File: src/rtl/vga_pkg.sv
// Shared VGA timing description: mode record, standard presets and the
// derived line/frame totals used by the timing pipeline.
package vga_pkg;

   // One display mode. Units are pixel ticks horizontally and lines vertically.
   typedef struct packed {
      int unsigned h_active;
      int unsigned h_pulse;
      int unsigned h_back;
      int unsigned h_front;
      int unsigned v_active;
      int unsigned v_pulse;
      int unsigned v_back;
      int unsigned v_front;
   } vga_timing_t;

   localparam vga_timing_t VGA_640X480_60 = '{
      h_active: 640, h_pulse: 96,  h_back: 48, h_front: 16,
      v_active: 480, v_pulse: 2,   v_back: 33, v_front: 10
   };

   localparam vga_timing_t VGA_800X600_60 = '{
      h_active: 800, h_pulse: 128, h_back: 88, h_front: 40,
      v_active: 600, v_pulse: 4,   v_back: 23, v_front: 1
   };

   // Line order is sync, back porch, active, front porch.
   function automatic int unsigned h_total(input vga_timing_t t);
      return t.h_pulse + t.h_back + t.h_active + t.h_front;
   endfunction

   function automatic int unsigned v_total(input vga_timing_t t);
      return t.v_pulse + t.v_back + t.v_active + t.v_front;
   endfunction

   // First active column / row counted from the start of the sync pulse.
   function automatic int unsigned h_active_start(input vga_timing_t t);
      return t.h_pulse + t.h_back;
   endfunction

   function automatic int unsigned v_active_start(input vga_timing_t t);
      return t.v_pulse + t.v_back;
   endfunction

endpackage

File: src/rtl/vga_ce_delay.sv
// Clock-enable gated shift register with synchronous reset to zero.
// A depth of zero degenerates to a plain wire.
module vga_ce_delay
   import vga_pkg::*;
#(
   parameter int width = 1,
   parameter int depth = 1
) (
   input  logic             clk_i,
   input  logic             reset_i,
   input  logic             ce_i,
   input  logic [width-1:0] d_i,
   output logic [width-1:0] q_o
);

   if (depth == 0) begin : g_wire
      assign q_o = d_i;
   end else begin : g_shift
      logic [width-1:0] stage_q [depth];

      // Shift one stage per enabled tick; reset clears every stage.
      always_ff @(posedge clk_i) begin
         if (reset_i) begin
            for (int i = 0; i < depth; i++) stage_q[i] <= '0;
         end else if (ce_i) begin
            stage_q[0] <= d_i;
            for (int i = 1; i < depth; i++) stage_q[i] <= stage_q[i-1];
         end
      end

      assign q_o = stage_q[depth-1];
   end

endmodule

File: src/rtl/vga_timing_pipe.sv
// VGA timing generator with ahead-of-display pixel requests. Syncs and
// display enable are delayed to match a fixed-latency pixel fetch so that
// colour, syncs and enable leave on the same registered edge.
module vga_timing_pipe
   import vga_pkg::*;
#(
   parameter int unsigned width_p          = 640,
   parameter int unsigned height_p         = 480,
   parameter int unsigned h_sync_pulse_p   = 96,
   parameter int unsigned h_back_porch_p   = 48,
   parameter int unsigned h_front_porch_p  = 16,
   parameter int unsigned v_sync_pulse_p   = 2,
   parameter int unsigned v_back_porch_p   = 33,
   parameter int unsigned v_front_porch_p  = 10,
   parameter bit          hs_active_high_p = 1'b0,
   parameter bit          vs_active_high_p = 1'b0,
   parameter int unsigned latency_p        = 2,
   parameter int unsigned bit_depth_p      = 8
) (
   input  logic                          clk_i,
   input  logic                          reset_i,
   input  logic                          pix_ce_i,
   output logic [$clog2(width_p)-1:0]    req_x_o,
   output logic [$clog2(height_p)-1:0]   req_y_o,
   output logic                          req_v_o,
   input  logic [bit_depth_p-1:0]        r_i,
   input  logic [bit_depth_p-1:0]        g_i,
   input  logic [bit_depth_p-1:0]        b_i,
   output logic [bit_depth_p-1:0]        r_o,
   output logic [bit_depth_p-1:0]        g_o,
   output logic [bit_depth_p-1:0]        b_o,
   output logic                          hs_o,
   output logic                          vs_o,
   output logic                          de_o,
   output logic                          sof_o,
   output logic                          vblank_o
);

   if (latency_p > 7 || width_p == 0 || height_p == 0 ||
       h_sync_pulse_p == 0 || h_back_porch_p == 0 || h_front_porch_p == 0 ||
       v_sync_pulse_p == 0 || v_back_porch_p == 0 || v_front_porch_p == 0) begin : g_bad_params
      $fatal(1, "vga_timing_pipe: latency_p above 7 or zero-length timing parameter");
   end

   localparam vga_timing_t TIM = '{
      h_active: width_p,  h_pulse: h_sync_pulse_p, h_back: h_back_porch_p, h_front: h_front_porch_p,
      v_active: height_p, v_pulse: v_sync_pulse_p, v_back: v_back_porch_p, v_front: v_front_porch_p
   };

   localparam int unsigned H_TOT = h_total(TIM);
   localparam int unsigned V_TOT = v_total(TIM);
   localparam int HW = $clog2(H_TOT);
   localparam int VW = $clog2(V_TOT);
   localparam int XW = $clog2(width_p);
   localparam int YW = $clog2(height_p);

   localparam logic [HW-1:0] H_LAST      = HW'(H_TOT - 1);
   localparam logic [VW-1:0] V_LAST      = VW'(V_TOT - 1);
   localparam logic [HW-1:0] H_SYNC_END  = HW'(h_sync_pulse_p);
   localparam logic [VW-1:0] V_SYNC_END  = VW'(v_sync_pulse_p);
   localparam logic [HW-1:0] H_ACT_FIRST = HW'(h_active_start(TIM));
   localparam logic [HW-1:0] H_ACT_LAST  = HW'(h_active_start(TIM) + width_p - 1);
   localparam logic [VW-1:0] V_ACT_FIRST = VW'(v_active_start(TIM));
   localparam logic [VW-1:0] V_ACT_LAST  = VW'(v_active_start(TIM) + height_p - 1);

   // Output level while the sync pulse is not active.
   localparam logic HS_IDLE = ~hs_active_high_p;
   localparam logic VS_IDLE = ~vs_active_high_p;

   logic [HW-1:0] h_cnt;
   logic [VW-1:0] v_cnt;
   logic [HW-1:0] h_eff;
   logic [VW-1:0] v_eff;
   logic          h_act;
   logic          v_act;
   logic          hs_raw;
   logic          vs_raw;
   logic [2:0]    dly_in;
   logic [2:0]    dly_out;

   // Raster counters: h wraps each line, v steps on every h wrap.
   always_ff @(posedge clk_i) begin
      if (reset_i) begin
         h_cnt <= '0;
         v_cnt <= '0;
      end else if (pix_ce_i) begin
         if (h_cnt == H_LAST) begin
            h_cnt <= '0;
            v_cnt <= (v_cnt == V_LAST) ? '0 : v_cnt + VW'(1);
         end else begin
            h_cnt <= h_cnt + HW'(1);
         end
      end
   end

   // While reset is held the request side already shows position 0,0.
   assign h_eff = reset_i ? '0 : h_cnt;
   assign v_eff = reset_i ? '0 : v_cnt;

   assign h_act  = (h_eff >= H_ACT_FIRST) && (h_eff <= H_ACT_LAST);
   assign v_act  = (v_eff >= V_ACT_FIRST) && (v_eff <= V_ACT_LAST);
   assign hs_raw = h_eff < H_SYNC_END;
   assign vs_raw = v_eff < V_SYNC_END;

   assign req_v_o  = h_act & v_act;
   assign req_x_o  = XW'(h_eff - H_ACT_FIRST);
   assign req_y_o  = YW'(v_eff - V_ACT_FIRST);
   assign sof_o    = pix_ce_i & (h_eff == '0) & (v_eff == '0);
   assign vblank_o = pix_ce_i & ~v_act;

   assign dly_in = {hs_raw, vs_raw, req_v_o};

   vga_ce_delay #(
      .width (3),
      .depth (int'(latency_p))
   ) u_align (
      .clk_i   (clk_i),
      .reset_i (reset_i),
      .ce_i    (pix_ce_i),
      .d_i     (dly_in),
      .q_o     (dly_out)
   );

   // Output stage: polarity applied to syncs, colour blanked outside the active area.
   always_ff @(posedge clk_i) begin
      if (reset_i) begin
         hs_o <= HS_IDLE;
         vs_o <= VS_IDLE;
         de_o <= 1'b0;
         r_o  <= '0;
         g_o  <= '0;
         b_o  <= '0;
      end else if (pix_ce_i) begin
         hs_o <= dly_out[2] ^ HS_IDLE;
         vs_o <= dly_out[1] ^ VS_IDLE;
         de_o <= dly_out[0];
         r_o  <= dly_out[0] ? r_i : '0;
         g_o  <= dly_out[0] ? g_i : '0;
         b_o  <= dly_out[0] ? b_i : '0;
      end
   end

endmodule

File: config.mk
export PLATFORM = sky130hd
export DESIGN_NAME = vga_timing_pipe
export DESIGN_NICKNAME = d
export VERILOG_FILES = /design/src/rtl/vga_pkg.sv /design/src/rtl/vga_ce_delay.sv /design/src/rtl/vga_timing_pipe.sv
export SDC_FILE = /design/constraint.sdc
export NUM_CORES = 1
export LEC_CHECK = 0
export CORE_MARGIN = 4
export CORE_UTILIZATION = 47
export DETAILED_ROUTE_END_ITERATION = 8
export PLACE_DENSITY_LB_ADDON = 0.2
export SLEW_MARGIN = 20
export SYNTH_ARGS = -nofsm -noshare
export SYNTH_HDL_FRONTEND = slang
export SYNTH_SLANG_ARGS = --single-unit
File: constraint.sdc
create_clock -name clk_i -period 2.53 [get_ports clk_i]
set_clock_uncertainty 0.15 [all_clocks]
set_input_delay 0.253 -clock clk_i [delete_from_list [all_inputs] [get_ports clk_i]]
set_output_delay 0.253 -clock clk_i [all_outputs]
set_load 0.05 [all_outputs]
==> qor.txt <==
run status -> finished, final reports clean
Post-DP HPWL -> 5.03 mm
startpoint types -> flop
Least-Margin Pin Slew -> 887 ps
synth top area cells -> dfxtp_1 (36%), a22o_1 (8.0%), edfxtp_1 (6.9%)
DR iter-0 viols -> 159
Worst-Skew Late Latency -> 300 ps
MaxCap Viol Count -> 0
FF-to-FF path depth -> 10
simple logic cell fraction of the synthesized area -> 23.9%
I/O pin cnt -> 76
Critical Path Fanout Max -> 9
die height -> 82.8 um
critical path endpoint -> req_v_o
Final Cycle Share -> 95.3%
power density of the placed cells -> 407 nW/um^2
vias in the first global route -> 2264
Die X -> 82.8 um
reg-to-reg endpoint -> u_align.g_shift.stage_q[0][0]$_SDFFCE_PN0P_
dpl cell area -> 3730 sq um
Synth Area in XOR/XNOR -> 5.00%
global-route wire length before repair -> 11.1 mm
CP Cell Sequence -> nor4_1, buf_4, o221a_2, o32ai_1, buf_4, nor3b_4, buf_12
Critical Path Start -> v_cnt[6]$_SDFFE_PP0P_
H-Tree Depth -> 2
Post-Synth Adder-Cell Area -> 3.81%
RSZ-0062 raised after global routing -> no
Core Region -> 5270 sq um
number of synthesized register bits -> 53
Final Util -> 74.4%
die area -> 6850 sq um
top-count cell post-synth -> dfxtp_1
most used cell, CP -> buf_4
EDFF count, synth -> 6
layout cell share with drive strength beyond 1 -> 21.9%
Synth Cell Area -> 2630 sq um
CTS tree -> yes
worst flop-to-flop path startpoint -> h_cnt[5]$_SDFFE_PP0P_
Slowest-stage cell, CP -> dfxtp_1
Final Net Count -> 404
final hold vios -> 0
Crit Path Category -> flop to output pin
leakage -> 1.57 nW
Worst Path Buf+Inv -> 3
Post-synth ARST share -> 0%
fin crit period -> 2410 ps
ys flop type -> dfxtp_1
Area Overhead vs Synth -> 49.1%
Starting Density -> 49.9%
cts hold-fix bufs -> 0
worst vdd ir -> 0.317 mV
antenna violations before repair -> 0
Final WS setup -> 119 ps
relative slew slack -> 40.8%
Place WS -> -116 ps
synth warn -> 0
Peak Freq -> 415 MHz
Top Family by Delay on Critical Path -> simple AND/OR/NAND/NOR gates
worst endpoint required time -> 2130 ps
DRC -> 0
final instance area -> 3920 sq um
Compound-Gate Fraction of Synth Area -> 17.8%
post-synthesis sequential area ratio -> 42.6%
largest net degree at the start of global routing -> 32
Final setup viols -> 0
length of the first detailed-routing pass in iterations -> 4
n_diodes -> 0
Via density -> 5.50
Mapped Nets -> 319
total number of cells along the worst setup path -> 7
largest family of logic cells by synthesized area -> simple AND/OR/NAND/NOR gates
Worst setup EP type -> output pin
cell taking the most area after synthesis -> dfxtp_1
Cell variety after synth -> 53
Power, Total -> 1.60 mW
flop2flop setup slack -> 250 ps
# rows -> 26
Synth Instances -> 284
total global routing track utilization -> 21.1%
clock root buffer -> clkbuf_8
most instantiated cells after synthesis -> dfxtp_1 (47), a22o_1 (24), nand2_1 (22), nor3_1 (17), nor2_1 (13)
wire per inst -> 15.8 um
slowest stage delay, CP -> 420 ps
crit path DAT -> 2010 ps
via count -> 2422
clk slew on worst S/H paths -> 100 ps
Slew Limit Fails -> 0
Final Instance Count excl. Fillers -> 440
average size of a mapped cell -> 9.26 sq um
Final Wtd Congestion -> 0.861
Routed WL -> 6.93 mm
Routed Antenna Nets -> 0
Hold Slack -> 223 ps
placed cells -> 428
setup_tns -> 0 ps
worst min path class -> primary input to flop
port bufs -> 75
buffer levels on the longest clock path -> 2
Clock Sinks -> 53
area share of the leading cell type in the synthesized netlist -> 35.8%
CTS Buf Count -> 5
grt total ovfl -> 0
multiplexer share of the synthesized area -> 0.762%
==> placed cells by master (no fill, tap or decap), types with 3 or more instances in the layout <==
cell / n
nor3_1: 16
dfxtp_1: 45
o21ai_0: 7
xnor2_1: 9
a22o_1: 24
clkdlybuf4s50_1: 52
clkbuf_8: 5
o31ai_1: 3
nand4_1: 6
ha_1: 6
and3_1: 4
inv_1: 10
nor2b_1: 5
and2_1: 5
buf_12: 20
edfxtp_1: 6
or3_1: 6
nand2_1: 20
or4_1: 3
nor2_1: 13
xor2_1: 6
and4_1: 3
a31oi_1: 3
nand3_1: 5
buf_4: 28
a21oi_1: 11
==> what timing repair did <==
item                       CTS  global route
pin swaps                    1             3
resized for setup           11             8
setup endpoints to repair    3             6
setup buffers                4             0
==> how the worst min path moves through the flow <==
stage,end,cells past startpoint,slack (ps),startpoint
floorplan,b_o[0]$_SDFFE_PP0P_,1,230,b_i[0]
global placement,de_o$_SDFFE_PP0P_,1,290,de_o$_SDFFE_PP0P_
detailed placement,de_o$_SDFFE_PP0P_,1,290,de_o$_SDFFE_PP0P_
CTS,de_o$_SDFFE_PP0P_,1,310,de_o$_SDFFE_PP0P_
global route,hs_o$_SDFFE_PP1P_,4,250,reset_i
finish,hs_o$_SDFFE_PP1P_,4,220,reset_i
==> sequential cells by signal (all words and copies together), names as in the netlist <==
signal	count
g_o	8
vs_o	1
v_cnt	10
h_cnt	10
de_o	1
r_o	8
hs_o	1
b_o	8
u_align.g_shift.stage_q	6
==> layout make-up <==
type	instances	area, sq um
Clock buffer	5	68.8
Clock inverter	3	25.0
Fill cell	393	1350
Inverter	11	41.3
Multi-Input combinational cell	196	1420
Sequential cell	53	1120
Tap cell	70	87.6
Timing Repair Buffer	102	1150
==> tightest hold or removal path: stages <==
cell and delay (ps):
dlymetal6s2s_1 110, inv_2 70, buf_4 160, nand2_1 50
==> where the power goes <==
part | leakage, nW | switching [mW] | total, mW | internal, mW
Combinational | 1.07 | 0.113 | 0.214 | 0.101
Clock | 0.0466 | 0.299 | 0.501 | 0.203
Sequential | 0.447 | 0.0108 | 0.880 | 0.870
==> layer usage <==
metal | vias to the layer above | GRT usage, % | routed length, um
li1 | 1193 | - | -
met5 | - | 0 | 0
met3 | 12 | 4.21 | 341
met4 | 0 | 6.05 | 113
met1 | 1136 | 28.0 | 3000
met2 | 81 | 34.9 | 3480
==> kinds of logic (layout without fill, tap and decap cells) <==
group	after synthesis	after routing
buffers and inverters	35	121
flip-flops	53	53
multiplexers	2	2
AND/OR/NAND/NOR	108	108
adder cells (fa/ha/maj)	8	8
XOR/XNOR	15	15
AO/OA/AOI/OAI	63	63
Power figures use the tool's default switching activity.
==> RTL edit 1, RTL diff (same settings) <==
The parameter `v_sync_pulse_p` goes from 2 to 4.
--- a/src/rtl/vga_timing_pipe.sv
+++ b/src/rtl/vga_timing_pipe.sv
@@ -10,5 +10,5 @@
    parameter int unsigned h_back_porch_p   = 48,
    parameter int unsigned h_front_porch_p  = 16,
-   parameter int unsigned v_sync_pulse_p   = 2,
+   parameter int unsigned v_sync_pulse_p   = 4,
    parameter int unsigned v_back_porch_p   = 33,
    parameter int unsigned v_front_porch_p  = 10,
Behaviour: not the same (a bounded check fails within 4 cycles, from zero or initial values and one cycle with reset_i high).
==> RTL edit 1 against the original RTL <==
- setup slack worse by 0.086 ns
- cell area shrank 1.2%
- global-route usage shrank 0.73 points
- register-to-register slack improved by 0.12 ns
- first-iteration DRC count is 26% lower
- worst hold slack improved by 0.048 ns
- power is 5.8% higher
- sequential cell count stayed put
- count of clock-buffer cells in the layout rose by 1
- final cell count fell by 1.4%
- wire length is 3.7% lower
- area after synthesis fell by 2.8%
- die area decreased by 2.5%
==> RTL edit 1: results (changes against the original RTL) <==
| Quantity | Reported | Change |
| --- | --- | --- |
| Number of unique standard cell types used by synthesis | 43 | -19% |
| All-Layer GR Usage | 0.204 | -0.00732 |
| Top fanout value on the critical path | 3 | -6 |
| Post-synthesis share of cell area spent on full adders, half adders and majority gates | 0.0392 | +0.00110 |
| FF-to-FF End | v_cnt[9] |  |
| DPL Wire Length | 4.77 mm | -5.1% |
| Run status | finished clean |  |
| Reg2Reg Launch Point | h_cnt[8] |  |
| Lkg Pwr | 1.56 nW | -0.36% |
| Slowest Stage Delay on Critical Path | 0.57 ns | +0.15 ns |
| Final estimated routing congestion in global placement | 0.888 | +3.1% |
| First-pass GRT wire length | 10.6 mm | -4.1% |
| VDD IR-drop max | 0.000411 V | +30% |
| Routed wire length | 6.67 mm | -3.7% |
| Largest net degree at the start of global routing | 26 | -19% |
| Minimum hold slack | 0.271 ns | +0.0485 ns |
| Slack of the worst reg-to-reg path | 0.37 ns | +0.12 ns |
| Post-CTS Repair Setup Buffers | 0 | -4 |
| Cell types with the highest counts after synthesis | dfxtp_1, nand2_1, a22o_1 |  |
| Net total in the final layout | 398 | -1.5% |
| XOR/XNOR Fraction of Synth Area | 0.0583 | +0.00830 |
| Top post-synthesis cells by area | dfxtp_1, a22o_1, edfxtp_1, xnor2_1, nand2_1 |  |
| Starting DRC count in detailed routing | 118 | -26% |
| Fraction of the mapped netlist area in compound gates | 0.152 | -0.0262 |
| Layout fillers | 350 | -11% |
| Proportion of layout cells with a drive suffix above 1 | 0.212 | -0.00738 |
| Count of inserted antenna diode cells | 0 | unchanged |
| Worst min-delay path endpoint | vs_o |  |
| Dpl ws | -0.0982 ns | +0.0178 ns |
| Vias in the first global route | 2211 | -2.3% |
| Antenna violations before repair | 0 | unchanged |
| Depth of the most critical reg-to-reg path | 4 | -6 |
| Resize count post-CTS | 8 | -3 |
## RTL edit 1: worst register-to-register path: stages (launching register included)
cell and delay, ns:
dfxtp_1 0.56, nand3b_1 0.30, or4_4 0.55, or4_1 0.41, a21oi_1 0.14
## RTL edit 1: stage by stage
stage | area [um^2] | std cells
after floorplan | 2570 | 280
after global placement | 3690 | 425
after detailed placement | 3690 | 425
after CTS | 3830 | 433
after global routing | 3870 | 434
final | 3870 | 434
## RTL edit 1: worst max path at each step
stage                         from          to  slack, ns  cells after the start
after floorplan            reset_i  req_y_o[8]      -0.15                      8
after detailed placement   reset_i  req_y_o[8]       -0.1                      9
after CTS                  reset_i    vblank_o     -0.006                     11
after global routing      v_cnt[8]       sof_o      -0.06                      6
after global placement     reset_i  req_y_o[8]      -0.05                      9
final                     v_cnt[8]       sof_o       0.03                      6
## RTL edit 1: power by group
| group | internal, W | total, W | leakage (nW) | switching [W] |
|---|---|---|---|---|
| logic | 0.0000914 | 0.000200 | 1.05 | 0.000109 |
| registers | 0.000869 | 0.000879 | 0.448 | 0.0000105 |
| clock network | 0.000323 | 0.000609 | 0.0617 | 0.000286 |
## RTL edit 1: per-layer routing
metal / wire length (um) / track usage
met1: 2960 / 0.273
met2: 3290 / 0.326
met3: 359 / 0.0537
met4: 68 / 0.0515
met5: 0 / 0
## RTL edit 1: final cells by class
class                           count  area, um^2  share of cell area
Clock buffer                        6        82.6              0.0213
Clock inverter                      2        36.3             0.00937
Inverter                            8        30.0             0.00775
Multi-Input combinational cell    196        1360               0.352
Sequential cell                    53        1120               0.290
Tap cell                           70        87.6              0.0226
Timing Repair Buffer               99        1150               0.297
==> RTL edit 2, RTL diff (config.mk and constraints unchanged) <==
Made on the original files. Add an input register stage for `g_i`, without a reset; this delays it by one clock. The other inputs are not delayed to match.
--- a/src/rtl/vga_timing_pipe.sv
+++ b/src/rtl/vga_timing_pipe.sv
@@ -36,4 +36,10 @@
    output logic                          vblank_o
 );
+
+   logic [bit_depth_p-1:0] g_q;
+
+   always_ff @(posedge clk_i) begin
+      g_q <= g_i;
+   end
 
    if (latency_p > 7 || width_p == 0 || height_p == 0 ||
@@ -136,5 +142,5 @@
          de_o <= dly_out[0];
          r_o  <= dly_out[0] ? r_i : '0;
-         g_o  <= dly_out[0] ? g_i : '0;
+         g_o  <= dly_out[0] ? g_q : '0;
          b_o  <= dly_out[0] ? b_i : '0;
       end
Check against the original RTL: no difference found for any inputs over 10 cycles, from zero or initial values and one cycle with reset_i high; that may be too few to reach the edited logic, so the function may still have changed.
==> RTL edit 2 against the original RTL <==
- cell area up 7.2%
- the run now ends with negative setup slack left
- power is 29% higher
- area after synthesis grew 4.6%
- largest cell class unchanged
- critical path type unchanged
- worst hold slack got worse by 0.015 ns
- sequential power up 15%
- setup slack got worse by 0.12 ns
- sequential cell count up 8
- sequential share of layout area rose by 2.0 points
- wire length is 5.4% higher
==> RTL edit 2: results (changes against the original RTL) <==
| Quantity | Reported | Change |
| --- | --- | --- |
| Reg2Reg Launch Point | h_cnt[0] |  |
| Skew-Pair Late Insertion Delay | 0.34 ns | +0.04 ns |
| Starting DRC count in detailed routing | 181 | +14% |
| Number of unique standard cell types used by synthesis | 49 | -7.5% |
| Register area share after synthesis | 0.466 | +0.0396 |
| Final setup fails | 1 | +1 |
| Mux cell area share after synthesis | 0.0114 | +0.00376 |
| Setup ws final | -0.00375 ns | -0.122 ns |
| Routed vias/inst | 5.50 | -0.10% |
| Vias in the first global route | 2372 | +4.8% |
| Via count of the routed design | 2491 | +2.8% |
| Worst endpoint data arrival time | 2.13 ns | +0.12 ns |
| Clock transition at path regs | 0.08 ns | -0.02 ns |
| Fraction of the mapped netlist area in compound gates | 0.162 | -0.0160 |
| CTS Root Cell | clkbuf_8 |  |
| Cell types with the highest counts after synthesis | dfxtp_1, a22o_1, nand2_1 |  |
| Kind of cell adding the most delay to the critical path | simple AND/OR/NAND/NOR gates |  |
| Violated checks | negative setup slack |  |
| Depth of the most critical reg-to-reg path | 5 | -5 |
| First-pass GRT wire length | 11.9 mm | +7.5% |
| VDD IR-drop max | 0.000437 V | +38% |
| Slowest-stage cell, CP | or4_4 |  |
| Final setup TNS | -0.00375 ns | -0.00375 ns |
| Wire length per cell after detailed routing | 16.1 um | +2.3% |
| Regs by FF count | h_cnt (10), v_cnt (10) |  |
| Placed instance count | 434 | +1.4% |
| Detailed-routing iteration count for the pre-antenna-repair pass | 4 | unchanged |
| DPL Wire Length | 4.95 mm | -1.5% |
| FF-to-FF End | v_cnt[9] |  |
| Worst setup path start | v_cnt[5] |  |
| XOR/XNOR Fraction of Synth Area | 0.0542 | +0.00419 |
| Total clock buffers created by CTS | 9 | +4 |
| Number of synthesized flops with an enable pin | 6 | unchanged |
| Net switching fraction of the power | 0.251 | -0.0135 |
| Number of levels the H-tree was split into | 3 | +1 |
| Main flop type after synthesis | dfxtp_1 |  |
| Net total in the final layout | 411 | +1.7% |
| Post-synthesis share of cell area spent on full adders, half adders and majority gates | 0.0364 | -0.00166 |
| Worst-Margin Slew | 0.527 ns | -0.360 ns |
| Final estimated routing congestion in global placement | 0.832 | -3.4% |
| All-Layer GR Usage | 0.210 | -0.00170 |
| Slack of the worst reg-to-reg path | 0.38 ns | +0.13 ns |
| End of the critical path | req_v_o |  |
| Number of standard cells after synthesis | 285 | +0.35% |
| Top fanout value on the critical path | 3 | -6 |
| Proportion of layout cells with a drive suffix above 1 | 0.236 | +0.0173 |
| Type of the worst min-delay path | primary input to register |  |
| Lkg Pwr | 1.69 nW | +7.9% |
| Run status | finished with violations |  |
| Largest net degree at the start of global routing | 28 | -13% |
| Slowest Stage Delay on Critical Path | 0.58 ns | +0.16 ns |
| Synthesized Nets | 320 | +0.31% |
| Top post-synthesis cells by area | dfxtp_1, a22o_1, edfxtp_1, ha_1, xnor2_1 |  |
RTL edit 2: power groups by stage:
| stage | logic, W | registers [W] | clock network [W] |
|---|---|---|---|
| final | 0.000202 | 0.00101 | 0.000847 |
| after global routing | 0.000213 | 0.00101 | 0.000915 |
| after CTS | 0.000203 | 0.00101 | 0.000858 |
| after floorplan | 0.0000660 | 0.00107 | 0 |
| after global placement | 0.000200 | 0.00103 | 0 |
| after detailed placement | 0.000202 | 0.00104 | 0 |
RTL edit 2: worst register-to-register path, cell delays in order, from the launching register on:
cell	delay, ns
dfxtp_1	0.41
ha_1	0.21
and3_1	0.31
nand4_4	0.28
or4_1	0.58
a21oi_1	0.15
RTL edit 2: area by class of cell:
type                    instances  area (um^2)
inverters                      12         50.0
fillers                       414         1370
multi-input cells             189         1410
flip-flops and latches         61         1290
clock buffers                   9          124
repair buffers                103         1170
clock inverters                 7         65.1
well taps                      72         90.1
RTL edit 2: cell families after synthesis:
| logic type | Yosys count |
|---|---|
| compound gates | 60 |
| xor+xnor | 17 |
| mux | 3 |
| buf+inv | 35 |
| simple gates | 101 |
| fa+ha+maj | 8 |
| flops | 61 |
RTL edit 2: layer usage:
| layer | part of all wire | vias up | global-route usage | wire length [um] |
|---|---|---|---|---|
| met1 | 0.39 | 1177 | 0.245 | 2830 |
| li1 | - | 1212 | - | - |
| met5 | 0 | - | 0 | 0 |
| met2 | 0.53 | 78 | 0.360 | 3860 |
| met4 | 0.029 | 0 | 0.0820 | 212 |
| met3 | 0.054 | 24 | 0.0638 | 396 |
RTL edit 2: how the worst min path moves through the flow:
stage | start | end | depth (start not counted) | slack [ns]
finish | g_i[2] | g_q[2] | 1 | 0.21
detailed placement | g_q[4] | g_o[4] | 1 | 0.27
global route | g_i[4] | g_q[4] | 1 | 0.19
global placement | g_q[4] | g_o[4] | 1 | 0.27
CTS | g_i[1] | g_q[1] | 1 | 0.20
floorplan | g_i[0] | g_q[0] | 0 | 0.13
RTL edit 2: stage by stage:
stage / hold slack (ns) / worst slack (ns) / area [um^2] / utilization
CTS: 0.199 / 0.000774 / 4170 / 0.748
global route: 0.190 / -0.0555 / 4200 / 0.754
finish: 0.208 / -0.00375 / 4200 / 0.754
detailed placement: 0.274 / -0.200 / 3930 / 0.705
floorplan: 0.131 / -0.104 / 2800 / -
global placement: 0.272 / -0.131 / 3930 / 0.705
RTL edit 2: what timing repair did:
| action | CTS | global route |
|---|---|---|
| resized for setup | 10 | 5 |
| hold buffers | 0 | 0 |
| pin swaps | 5 | 3 |
| setup buffers | 3 | 0 |
| setup endpoints to repair | 3 | 6 |
